==> config.mk <==
export PLATFORM = sky130hd
export DESIGN_NAME = button_event
export DESIGN_NICKNAME = d
export VERILOG_FILES = /design/src/rtl/button_pkg.sv /design/src/rtl/event_timer.sv /design/src/rtl/button_event.sv
export SDC_FILE = /design/constraint.sdc
export NUM_CORES = 1
export LEC_CHECK = 0
export CAP_MARGIN = 20
export CORE_AREA = 2 2 66 68
export DETAILED_ROUTE_END_ITERATION = 7
export DIE_AREA = 0 0 68 70
export PLACE_DENSITY = 0.78
export RECOVER_POWER = 100
export REMOVE_ABC_BUFFERS = 1
export SLEW_MARGIN = 20
export SYNTH_ARGS = -nofsm -noshare
export SYNTH_HDL_FRONTEND = slang
export SYNTH_HIERARCHICAL = 1
export SYNTH_SLANG_ARGS = --single-unit
==> constraint.sdc <==
create_clock -name clk -period 3.8 [get_ports clk]
set_input_delay 0.76 -clock clk [delete_from_list [all_inputs] [get_ports clk]]
set_output_delay 0.76 -clock clk [all_outputs]
set_load 0.03 [all_outputs]
==> src/rtl/button_pkg.sv <==
// Shared constants for the button event decoder: default hold/repeat
// periods and the FSM state encoding.
package button_pkg;

    localparam int LONG_CYCLES_DEF   = 100000000;
    localparam int REPEAT_CYCLES_DEF = 20000000;

    localparam logic [1:0] ST_WAIT_REL = 2'd0;
    localparam logic [1:0] ST_IDLE     = 2'd1;
    localparam logic [1:0] ST_PRESSED  = 2'd2;
    localparam logic [1:0] ST_HELD     = 2'd3;

endpackage

==> src/rtl/event_timer.sv <==
// Hold timer: counts enabled cycles, flags when the count equals the
// terminal value; synchronous clear wins over enable.
module event_timer #(
    parameter int W = 27
) (
    input  logic         clk,
    input  logic         rst_n,
    input  logic         clr_i,
    input  logic         en_i,
    input  logic [W-1:0] term_i,
    output logic         tc_o
);

    logic [W-1:0] cnt_q;
    logic [W-1:0] cnt_d;

    always_comb begin
        cnt_d = cnt_q;
        if (clr_i) begin
            cnt_d = '0;
        end else if (en_i) begin
            cnt_d = cnt_q + 1'b1;
        end
    end

    always_ff @(posedge clk) begin
        if (!rst_n) begin
            cnt_q <= '0;
        end else begin
            cnt_q <= cnt_d;
        end
    end

    assign tc_o = (cnt_q == term_i);

endmodule

==> src/rtl/button_event.sv <==
// Turns a debounced button level into press/release/short/long/repeat
// strobes plus a held level and a wrapping press counter.
module button_event
    import button_pkg::*;
#(
    parameter int LONG_CYCLES   = LONG_CYCLES_DEF,
    parameter int REPEAT_CYCLES = REPEAT_CYCLES_DEF,
    parameter int CNT_W         = 27
) (
    input  logic       clk,
    input  logic       rst_n,
    input  logic       btn_db,
    output logic       press_pulse,
    output logic       release_pulse,
    output logic       short_pulse,
    output logic       long_pulse,
    output logic       repeat_pulse,
    output logic       held,
    output logic [7:0] press_count
);

    localparam logic [CNT_W-1:0] LONG_TERM = CNT_W'(LONG_CYCLES - 1);
    localparam logic [CNT_W-1:0] REP_TERM  = CNT_W'(REPEAT_CYCLES - 1);

    logic [1:0]       state_q, state_d;
    logic             press_q, press_d;
    logic             rel_q, rel_d;
    logic             short_q, short_d;
    logic             long_q, long_d;
    logic             rep_q, rep_d;
    logic             held_q, held_d;
    logic [7:0]       cnt_q, cnt_d;
    logic             tmr_clr, tmr_en, tmr_tc;
    logic [CNT_W-1:0] tmr_term;

    event_timer #(
        .W (CNT_W)
    ) u_timer (
        .clk    (clk),
        .rst_n  (rst_n),
        .clr_i  (tmr_clr),
        .en_i   (tmr_en),
        .term_i (tmr_term),
        .tc_o   (tmr_tc)
    );

    always_comb begin
        state_d  = state_q;
        press_d  = 1'b0;
        rel_d    = 1'b0;
        short_d  = 1'b0;
        long_d   = 1'b0;
        rep_d    = 1'b0;
        cnt_d    = cnt_q;
        tmr_clr  = 1'b0;
        tmr_en   = 1'b0;
        tmr_term = LONG_TERM;
        case (state_q)
            ST_WAIT_REL: begin
                tmr_clr = 1'b1;
                if (!btn_db) state_d = ST_IDLE;
            end
            ST_IDLE: begin
                tmr_clr = 1'b1;
                if (btn_db) begin
                    state_d = ST_PRESSED;
                    press_d = 1'b1;
                    cnt_d   = cnt_q + 8'd1;
                end
            end
            // Release is tested first so it beats a coincident threshold.
            ST_PRESSED: begin
                if (!btn_db) begin
                    state_d = ST_IDLE;
                    rel_d   = 1'b1;
                    short_d = 1'b1;
                    tmr_clr = 1'b1;
                end else if (tmr_tc) begin
                    state_d = ST_HELD;
                    long_d  = 1'b1;
                    tmr_clr = 1'b1;
                end else begin
                    tmr_en = 1'b1;
                end
            end
            ST_HELD: begin
                tmr_term = REP_TERM;
                if (!btn_db) begin
                    state_d = ST_IDLE;
                    rel_d   = 1'b1;
                    tmr_clr = 1'b1;
                end else if (tmr_tc) begin
                    rep_d   = 1'b1;
                    tmr_clr = 1'b1;
                end else begin
                    tmr_en = 1'b1;
                end
            end
            default: begin
                state_d = ST_WAIT_REL;
                tmr_clr = 1'b1;
            end
        endcase
        held_d = (state_d == ST_PRESSED) || (state_d == ST_HELD);
    end

    always_ff @(posedge clk) begin
        if (!rst_n) begin
            state_q <= ST_WAIT_REL;
            press_q <= 1'b0;
            rel_q   <= 1'b0;
            short_q <= 1'b0;
            long_q  <= 1'b0;
            rep_q   <= 1'b0;
            held_q  <= 1'b0;
            cnt_q   <= 8'd0;
        end else begin
            state_q <= state_d;
            press_q <= press_d;
            rel_q   <= rel_d;
            short_q <= short_d;
            long_q  <= long_d;
            rep_q   <= rep_d;
            held_q  <= held_d;
            cnt_q   <= cnt_d;
        end
    end

    assign press_pulse   = press_q;
    assign release_pulse = rel_q;
    assign short_pulse   = short_q;
    assign long_pulse    = long_q;
    assign repeat_pulse  = rep_q;
    assign held          = held_q;
    assign press_count   = cnt_q;

endmodule

=== Word level (Yosys, flattened, before mapping) ===
Cells that the tools add are included.

* Input bits: 3
* Register bits after elaboration: 43
* Output and inout bits: 14
* Logic and storage cells: 44

* Equal/unequal tests: 6
* Bitwise operators: 1
* Add/subtract/negate cells: 2
* Multiplexer cells: 15
* Reductions and logical operators: 11

{| class="wikitable"
|+ Operator list
! cell !! number
|-
| $add A27 B1 Y27 const B || 1
|-
| $eq A27 B27 Y1 || 1
|-
| $mux W27 || 1
|-
| $reduce_and A2 Y1 || 5
|-
| $add A8 B1 Y8 const B || 1
|-
| $eq A2 B2 Y1 const B || 4
|-
| $mux W1 || 8
|-
| $mux W2 || 4
|-
| $reduce_or A2 Y1 || 4
|-
| $pmux W2 S3 || 1
|-
| $eq A2 B1 Y1 const B || 1
|-
| $logic_not A2 Y1 || 1
|-
| $pmux W1 S2 || 1
|-
| $logic_or A1 B1 Y1 || 1
|-
| $not A1 Y1 || 1
|}

=== Longest topological paths before layout ===
* Depth in word-level cells: 8
* Mapped depth: 13
* Mapped depth without buffers: 12

=== By module ===
The synthesis kept the hierarchy.

{| class="wikitable"
|+ By module, submodules not included
! module !! area an instance (µm²) !! times used !! cells an instance !! sequential area each (µm²)
|-
| event_timer || 1606.5 || 1 || 186 || 540.5
|-
| button_event || 678.2 || 1 || 78 || 300.3
|}

=== Worst setup path after synthesis ===
No wires, ideal clock.

* Kind: register -> register
* Start point: reg, netlist name held
* End point: reg u_timer.cnt_q[17]
* Cell stages (with the launch flop): 14
* Arrival: 3.006 ns
* Setup slack: 0.725 ns
* Path buffers: 2
* Setup time: 0.070 ns
* Data required time: 3.730 ns
* Period minus slack after synthesis: 3.075 ns
* Cells stage by stage: dfxtp_1 -> ha_1 -> inv_1 -> xor2_1 -> nor4_1 -> nand4_1 -> nor4_1 -> nor3b_1 -> buf_2 -> and4_1 -> clkbuf_1 -> nand3_1 -> or4_1 -> a21oi_1

{| class="wikitable"
|+ RTL lines
! element !! RTL line !! RTL
|-
| end signal, assigned || event_timer.sv:30 || <nowiki>cnt_q <= cnt_d;</nowiki>
|-
| end, declared || event_timer.sv:14 || <nowiki>logic [W-1:0] cnt_q;</nowiki>
|}

=== Worst setup path after layout ===
* Start point: reg state_q[0]
* End point: reg u_timer.cnt_q[16]

* Elaborated cells between the ends (all ways): 15
* Classes of those cells: eq/ne (4); mux (7); reduce/logical (4)

{| class="wikitable"
|+ RTL lines
! element !! RTL line !! RTL
|-
| start, declared || button_event.sv:25 || <nowiki>logic [1:0] state_q, state_d;</nowiki>
|-
| start signal, assigned || button_event.sv:118 || <nowiki>state_q <= state_d;</nowiki>
|-
| $eq A2 B2 Y1 || button_event.sv:58 || <nowiki>case (state_q)</nowiki>
|-
| $mux W27 || button_event.sv:58 ||
|-
| net tmr_term[10] || button_event.sv:34 || <nowiki>logic [CNT_W-1:0] tmr_term;</nowiki>
|-
| $eq A27 B27 Y1 || event_timer.sv:34 || <nowiki>assign tc_o = (cnt_q == term_i);</nowiki>
|-
| net tmr_tc || button_event.sv:33 || <nowiki>logic tmr_clr, tmr_en, tmr_tc;</nowiki>
|-
| $mux W1 || button_event.sv:78, button_event.sv:92 ||
|-
| $mux W1 || button_event.sv:73 || <nowiki>if (!btn_db) begin</nowiki>
|-
| $mux W1 || - ||
|-
| net tmr_en || button_event.sv:33 ||
|}

The timed path passes the listed nets, and every way through them passes these cells.
A chain may end at the register's enable or synchronous reset.

==> results.cfg <==
[cells_and_area]
seqCellArea_um2 = 840.8
syn_to_final_growth_pct = 13.14
finalCoreUtilization = 0.6238
nets = 300
n_fill_cell = 377
drive_gt1_frac = 0.05479
multi_input_area_um2 = 1383
diodes = 0

[timing]
slew_headroom = 0.5173
min_period_over_period = 0.9002
final-setup-viol-count = 0
min_period_ns = 3.421
setup_ws_ns = 0.3792
tightest_slew_ns = 0.7174
finClkSkew_ns = 0.007138
rsz0062_at_grt = no
hold_viol = 0
slew_violations = 0
max_freq_ghz = 0.2923
final.setup.tns_ns = 0

[floorplanning]
start_util = 0.5513
core_area_um2 = 4144
fp.dieH_um = 70
rows = 24
die-area_um2 = 4760
io_pins = 17
die_w_um = 68

[yosys]
ys_ff_latch = 42
synth_flop_cell = dfxtp_1
synth_area_leaders = dfxtp_1 37%, xor2_1 9.6%, xnor2_1 6.5%, a21oi_1 3.9%, nand4_1 3.8%
ys_types = 45
synth_top_area_frac = 0.3680
synth_most_common_cell = dfxtp_1
syn_area_per_cell_um2 = 8.654
yosys-top-cells-count = 42 x dfxtp_1, 25 x xor2_1, 23 x nor2_1, 18 x a21oi_1, 17 x xnor2_1
synth_edf_count = 0
netlist_area_um2 = 2285
yosys_warnings = 6
synth_top_area_cell = dfxtp_1
postSynthCellCount = 264
synthArstFlopShare = 0
synth.yosys.seq_area_share = 0.3680

[grt]
gr-usage-all-layers = 0.2274
grt_pass1_vias = 1754
grt_pass1_wl_um = 8148
grt_max_degree = 14
antenna_found_initial = 0
overflow = 0

[worst_setup_path]
max_stage_delay_ns = 0.53
required_ns = 3.99
start_kind = flop
cp-startpoint = state_q[0]$_SDFF_PN0_
slowest_stage = nor4_1
path_delay_family = simple AND/OR/NAND/NOR gates
worstSetupPathType = reg -> reg
worst-path-buf-inv = 4
rr_startpoint = state_q[0]$_SDFF_PN0_
crit_chain = ha_1, inv_1, xor2_1, nor4_1, nand4_1, nor4_1, nor3b_1, clkbuf_1, inv_1, or2b_2, buf_4, nor2_1, a41o_1
end_kind = flop
cp_max_fo = 13
cp.arrival_ns = 3.61

[cts]
cts_max_level = 2
cts_resized = 0
cts_tree = done
cts_setup_buffers = 0
clock_sinks = 42
clk_latency_ns = 0.30
cts_hold_buf = 0
clk_pin_slew_worst_paths_ns = 0.08
cts_max_path_buffers = 2
cts_root_buffer = clkbuf_8
cts_buffers = 5

[status]
outcome = complete, no violations

[place]
place_ws_ns = 0.4966
routabilityCongestion = 0.8344
hpwl_um = 3524
port_buffers = 16

[route]
antenna_left = 0
via_per_inst = 5.468
drt_wl_total_um = 4781
drc_errors = 0
drtPass1Iterations = 4
drt_iter0_drc = 99
vias = 1881
post_drt_wl_per_cell_um = 13.90

[power_and_ir_drop]
p_leak_nw = 0.9526
vdd_drop_max_mv = 0.2354
finalPower_w = 0.0008163
pwr_density_cell_nw_per_um2 = 315.8

[run]
drv_cap = 0

[hold_path]
hp-start = press_count[7]$_SDFFE_PN0P_
min_path_type = reg -> reg
[final cells by class]
class,instances,area share
inverters,8,0.01162
flip-flops and latches,42,0.3253
clock inverters,1,0.001936
repair buffers,19,0.06776
clock buffers,7,0.03340
multi-input cells,215,0.5349
well taps,52,0.02517
[worst min-delay path, delay by kind of cell, from the launching register on]
kind | cells | cell delay [ns]
flip-flops | 1 | 0.32
AO/OA/AOI/OAI | 2 | 0.12
[report_power, final]
part	internal [W]	switching (W)	total, W	leakage, nW
registers	0.000445	0.00000575	0.000451	0.339
logic	0.0000269	0.0000436	0.0000705	0.566
clock network	0.000147	0.000149	0.000295	0.0482
total	0.000618	0.000198	0.000816	0.953
[cell usage in the layout, fill, tap and decap left out, types with 2 or more instances in the layout]
cell type,netlist,final
o21a_1,3,3
dfxtp_1,42,42
mux2i_1,2,2
nand2_1,12,13
inv_1,8,8
and3_2,2,2
nor3b_1,2,2
clkbuf_8,1,6
clkbuf_1,6,3
nand4_1,14,14
xnor2_1,17,17
nand2b_1,2,2
or3_1,4,4
nor2_1,23,23
xor2_1,25,25
ha_1,6,6
nand4_2,2,2
o31ai_1,8,8
and4_1,2,2
a21oi_1,18,18
or4_1,10,10
conb_1,2,19
nor4_1,7,7
nand3_1,13,13
nor3_1,4,4
o21ai_0,5,5
dlygate4sd3_1,0,16
[worst paths after layout]
check,endpoint,slack (ns),depth (start not counted)
worst max register to register,u_timer/cnt_q[16]$_SDFFE_PP0P_,0.38,13
worst max-delay path,u_timer/cnt_q[16]$_SDFFE_PP0P_,0.38,13
worst min register to register,press_count[7]$_SDFFE_PN0P_,0.48,2
worst min-delay path,press_count[7]$_SDFFE_PN0P_,0.48,2
[registers in the layout, indices dropped and copies added, names as in the netlist]
name,flops
press_count,8
u_timer/cnt_q,27
short_pulse,1
state_q,1
held,1
release_pulse,1
repeat_pulse,1
press_pulse,1
long_pulse,1
[per-layer routing]
layer	GRT usage	wire length [µm]	part of all wire	vias up
li1	-	-	-	974
met1	0.3119	2267	0.47	877
met2	0.3420	2301	0.48	23
met3	0.05475	146	0.031	7
met4	0.08667	64	0.013	0
met5	0	0	0	-
[per-stage QoR]
| step | hold slack (ns) | instance area (µm²) | std cells |
|---|---|---|---|
| finish | 0.4811 | 2585 | 344 |
| global route | 0.5322 | 2585 | 344 |
| CTS | 0.4855 | 2595 | 344 |
| detailed placement | 0.4724 | 2504 | 336 |
| global placement | 0.4673 | 2504 | 336 |
| floorplan | 0.4635 | 2256 | 265 |
[cell families after synthesis]
kind of cell | share of synthesized area
simple gates | 0.2634
buf+inv | 0.05367
compound gates | 0.1090
mux | 0.008763
other cells | 0.003287
fa+ha+maj | 0.03286
flops | 0.3680
xor+xnor | 0.1610
(Power assumes the default switching activity.)
